==> config.mk <==
export PLATFORM = sky130hd
export DESIGN_NAME = tick_bcd_counter
export DESIGN_NICKNAME = d
export VERILOG_FILES = /design/src/rtl/tick_bcd_counter.sv
export SDC_FILE = /design/constraint.sdc
export NUM_CORES = 1
export LEC_CHECK = 0
export ABC_AREA = 0
export CORE_MARGIN = 5
export CORE_UTILIZATION = 30
export CTS_CLUSTER_DIAMETER = 30
export DETAILED_ROUTE_END_ITERATION = 8
export GPL_TIMING_DRIVEN = 0
export SETUP_SLACK_MARGIN = 0.5
export SYNTH_ARGS = -nofsm -noshare
export SYNTH_HDL_FRONTEND = slang
export SYNTH_SLANG_ARGS = --single-unit
==> constraint.sdc <==
create_clock -name I_CLK -period 3.65 [get_ports I_CLK]
set_clock_uncertainty 0.05 [all_clocks]
set_input_delay 0.5475 -clock I_CLK [delete_from_list [all_inputs] [get_ports I_CLK]]
set_output_delay 0.5475 -clock I_CLK [all_outputs]
set_load 0.05 [all_outputs]
==> src/rtl/tick_bcd_counter.sv <==
`default_nettype none
// ============================================================================
// Module   : tick_bcd_counter
// Purpose  : Packed-BCD up/down modulo counter. It steps on synchronised
//            rising edges of an asynchronous slow_clk and has a validated load.
// Revision : 1.0 - initial release
// ============================================================================
module tick_bcd_counter #(
  parameter int MOD         = 60,
  parameter int SYNC_STAGES = 2
) (
  input  logic       I_CLK,
  input  logic       rst,
  input  logic       slow_clk,
  input  logic       en,
  input  logic       up,
  input  logic       load,
  input  logic [7:0] load_val,
  output logic [7:0] bcd,
  output logic       tick,
  output logic       tc,
  output logic       load_err
);

  localparam logic [3:0] c_MAX_TENS = 4'((MOD - 1) / 10);
  localparam logic [3:0] c_MAX_ONES = 4'((MOD - 1) % 10);
  localparam logic [7:0] c_MOD      = 8'(MOD);

  logic [SYNC_STAGES-1:0] r_sync;
  logic                   r_hist;
  logic [3:0]             r_tens;
  logic [3:0]             r_ones;
  logic                   r_tc;
  logic                   r_load_err;

  logic [7:0] w_load_bin;
  logic       w_load_ok;
  logic       w_at_max;
  logic       w_at_zero;
  logic       w_step;
  logic [3:0] w_nxt_tens;
  logic [3:0] w_nxt_ones;
  logic       w_wrap;

  // Flops reset high to match the divider's reset level, so releasing reset
  // with slow_clk high cannot manufacture an edge.
  always_ff @(posedge I_CLK or posedge rst) begin
    if (rst) begin
      r_sync <= '1;
      r_hist <= 1'b1;
    end else begin
      r_sync <= {r_sync[SYNC_STAGES-2:0], slow_clk};
      r_hist <= r_sync[SYNC_STAGES-1];
    end
  end

  assign tick = r_sync[SYNC_STAGES-1] & ~r_hist;

  assign w_load_bin = ({4'd0, load_val[7:4]} * 8'd10) + {4'd0, load_val[3:0]};
  assign w_load_ok  = (load_val[7:4] <= 4'd9) && (load_val[3:0] <= 4'd9) &&
                      (w_load_bin < c_MOD);

  assign w_at_max  = (r_tens == c_MAX_TENS) && (r_ones == c_MAX_ONES);
  assign w_at_zero = (r_tens == 4'd0) && (r_ones == 4'd0);
  assign w_step    = tick && en && !load;

  always_comb begin
    w_nxt_tens = r_tens;
    w_nxt_ones = r_ones;
    w_wrap     = 1'b0;
    if (up) begin
      if (w_at_max) begin
        w_nxt_tens = 4'd0;
        w_nxt_ones = 4'd0;
        w_wrap     = 1'b1;
      end else if (r_ones == 4'd9) begin
        w_nxt_ones = 4'd0;
        w_nxt_tens = r_tens + 4'd1;
      end else begin
        w_nxt_ones = r_ones + 4'd1;
      end
    end else begin
      if (w_at_zero) begin
        w_nxt_tens = c_MAX_TENS;
        w_nxt_ones = c_MAX_ONES;
        w_wrap     = 1'b1;
      end else if (r_ones == 4'd0) begin
        w_nxt_ones = 4'd9;
        w_nxt_tens = r_tens - 4'd1;
      end else begin
        w_nxt_ones = r_ones - 4'd1;
      end
    end
  end

  // Load wins over a coincident tick; that tick is simply consumed.
  always_ff @(posedge I_CLK or posedge rst) begin
    if (rst) begin
      r_tens     <= 4'd0;
      r_ones     <= 4'd0;
      r_tc       <= 1'b0;
      r_load_err <= 1'b0;
    end else begin
      r_tc       <= 1'b0;
      r_load_err <= 1'b0;
      if (load) begin
        if (w_load_ok) begin
          r_tens <= load_val[7:4];
          r_ones <= load_val[3:0];
        end else begin
          r_load_err <= 1'b1;
        end
      end else if (w_step) begin
        r_tens <= w_nxt_tens;
        r_ones <= w_nxt_ones;
        r_tc   <= w_wrap;
      end
    end
  end

  assign bcd      = {r_tens, r_ones};
  assign tc       = r_tc;
  assign load_err = r_load_err;

endmodule
`default_nettype wire

==> flow_summary.yaml <==
pwr:
  finalPower_mw: 1.03
  cellInternalPower_mw: 0.518
  pwr-share-seq_pct: 25.0
  p_clk_share_pct: 12.3
  p_sw_mw: 0.508
  swShare_pct: 49.5
  powerDensity_nw_per_um2: 620
  ir_drop_uv: 218
  combPwrFrac_pct: 62.6
  leakagePower_nw: 0.686
detailed_routing:
  routed_via_density: 5.37
  drtPass1Iterations: 4
  post_drt_wl_per_cell_um: 14.8
  dr_total_vias: 1181
  drtAntennaViolNets: 0
  drt_iter0_markers: 69
  drc: 0
  routed_wirelength_mm: 3.25
logic_synthesis:
  synthCells: 138
  synth_area_leaders: "dfrtp_1, ha_1, dfstp_2, a21oi_1, mux2_2"
  synthAdderAreaFrac_pct: 12.7
  synth.yosys.seq_area_share_pct: 27.5
  netlist_area_um2: 1200
  synth_compound_area_share_pct: 24.2
  synth_area_per_cell_um2: 8.69
  synth_simple_gate_area_share_pct: 21.0
  synth_xor_area_share_pct: 4.18
  synth_nets: 163
  ys_top_cells_by_count: "nand2_1, a21oi_1, dfrtp_1, inv_1, ha_1"
  yosys_warnings: 0
  yosys.area.top_type_share_pct: 20.9
  synth_most_common_cell: "nand2_1"
  synth_edf_count: 0
  ys_types: 47
  synth_area_leader_cell: "dfrtp_1"
  synth_top_family_by_area: "compound AO/OA/AOI/OAI gates"
  synth_mux_area_share_pct: 5.43
  synth_ff_type: "dfrtp_1"
  ys_async_sr_fraction_pct: 100
  ys_ff_latch: 13
cts:
  clockBufferDepth: 2
  htreeDepth: 1
  cts_tree: "done"
  path_clk_slew_ps: 60
  cts_hold_buf: 0
  insertion_delay_ps: 240
  cts.sink_count: 13
  cts-root-buf: "clkbuf_8"
  cts_buffers: 3
final_layout:
  antennaDiodeCount: 0
  drive_gt1_share_pct: 19.4
  syn2layout_area_growth_pct: 38.1
  nets: 196
worst_setup_path:
  crit_path_end_kind: "register"
  crit_buf_inv: 1
  crit_path_start_kind: "primary input"
  cp_max_fo: 6
  cp_slowest_cell: "fa_2"
  cp_common_cell: "ha_2"
  required_ps: 3730
  critPathArrivalTime_ps: 3190
  cp_top_family: "adder cells"
  r2r_setup_slack_ps: 970
  cp_cell_sequence: "dlygate4sd2_1 -> ha_2 -> ha_2 -> fa_2 -> nand2_4 -> a2111oi_2 -> a31oi_1 -> o211a_4 -> a21oi_4 -> mux2_2"
  cp_slowest_stage_delay_ps: 580
  criticalPathCategory: "in2reg"
min_path:
  hold_class: "reg2reg"
global_routing:
  grt_max_degree: 14
  antenna_found_initial: 0
  grt_first_pass_wirelength_mm: 5.53
  grt_pass1_vias: 1221
  grt_util_all_layers_pct: 12.8
  overflow: 0
placed_design:
  gp_congestion: 0.819
  dp_hpwl_mm: 2.50
  io_buffers: 24
  post-place-ws_ps: -334
timing:
  finalWorstSetupSlack_ps: 541
  grt_setup_unrepaired: "no"
  finalSetupViolations: 0
  fmax_mhz: 322
  min_period_over_period_pct: 85.2
  finalHoldViolCount: 0
  worst_slew_pin_slew_ps: 510
  finalSetupTns_ps: 0
  slew_viol_final: 0
  min_period_ps: 3110
  relSlewSlack_pct: 65.9
floorplanning:
  die_y_um: 73.2
  die_area_um2: 5360
  core_area_um2: 3940
  ioPinCount: 25
  start_util_pct: 30.4
  fp-row-count: 23
  die_w_um: 73.2
run:
  cap_violations: 0
outcome:
  status: "completed"
## placed cells by master, fill, tap and decap left out, types with 3 or more instances in the layout
master	synthesis	final
nor3_1	5	5
o21ai_0	7	7
a31oi_1	4	4
a21oi_1	10	9
buf_4	0	4
ha_1	9	6
clkbuf_1	6	6
dfstp_2	3	3
clkbuf_8	0	3
nand2_1	12	11
mux2_2	4	4
inv_1	10	10
xor2_1	3	3
nor2_1	7	7
and3_1	3	3
dfrtp_1	10	10
clkdlybuf4s50_1	0	20
## state kept, by name, summed over array words and instances (netlist names)
name and count:
load_err 1, r_sync 2, r_hist 1, r_tens 4, tc 1, r_ones 4
## routing by layer
| metal | wire (um) | up-vias | global-route usage, % |
|---|---|---|---|
| li1 | - | 581 | - |
| met1 | 1370 | 570 | 16.2 |
| met2 | 1690 | 28 | 22.9 |
| met3 | 162 | 2 | 0.964 |
| met4 | 27 | 0 | 3.69 |
| met5 | 0 | - | 0 |
## final cells by class
class	instances	area, um2
Buffer	6	22.5
Clock buffer	3	41.3
Clock inverter	1	5.00
Fill cell	393	2290
Inverter	10	37.5
Multi-Input combinational cell	109	900
Sequential cell	13	329
Tap cell	50	62.6
Timing Repair Buffer	28	258
## what timing repair did
action	in CTS	in global routing
gates resized for setup	15	12
pin swaps	6	4
cloned	0	0
setup endpoints to repair	9	6
buffers inserted	2	2
## worst register-to-register path: stages, from the launching register on
cell and delay (ps):
dfrtp_1 460, or4_1 570, or4b_1 540, nor2b_4 160
a221o_1 330, a31o_1 210, mux2_2 250
## final timing paths
path	start	cells past startpoint	end
min in group asynchronous	rst	2	load_err$_DFF_PP0_
max in group asynchronous	rst	2	r_sync[0]$_DFF_PP1_
setup reg to reg	r_ones[3]$_DFFE_PP0P_	6	r_tens[3]$_DFFE_PP0P_
setup / recovery	load_val[4]	10	r_tens[1]$_DFFE_PP0P_
hold reg to reg	r_sync[0]$_DFF_PP1_	0	r_sync[1]$_DFF_PP1_
hold / removal	r_sync[0]$_DFF_PP1_	0	r_sync[1]$_DFF_PP1_
## logic make-up after synthesis
kind of cell	count (synthesis)
xor gates and xnor gates	4
AOI/OAI and AO/OA	42
buffers and inverters	16
DFF	13
adders and majority gates	11
muxes	6
and+or+nand+nor	46
## power groups by stage
stage	combinational [mW]	clock (mW)	sequential, mW
6_report	0.643	0.127	0.257
5_1_grt	0.698	0.140	0.265
4_1_cts	0.620	0.129	0.257
3_5_place_dp	0.608	0	0.259
3_3_place_gp	0.596	0	0.255
2_1_floorplan	0.276	0	0.399
## through the flow
stage	utilization [%]	hold WS [ps]	instances	area, um2
2_1_floorplan	-	295	138	1200
3_3_place_gp	38.1	299	212	1500
3_5_place_dp	38.1	300	212	1500
4_1_cts	40.3	309	218	1590
5_1_grt	42.0	313	220	1660
6_report	42.0	307	220	1660
Note: power is estimated with default switching activity, not from simulation.
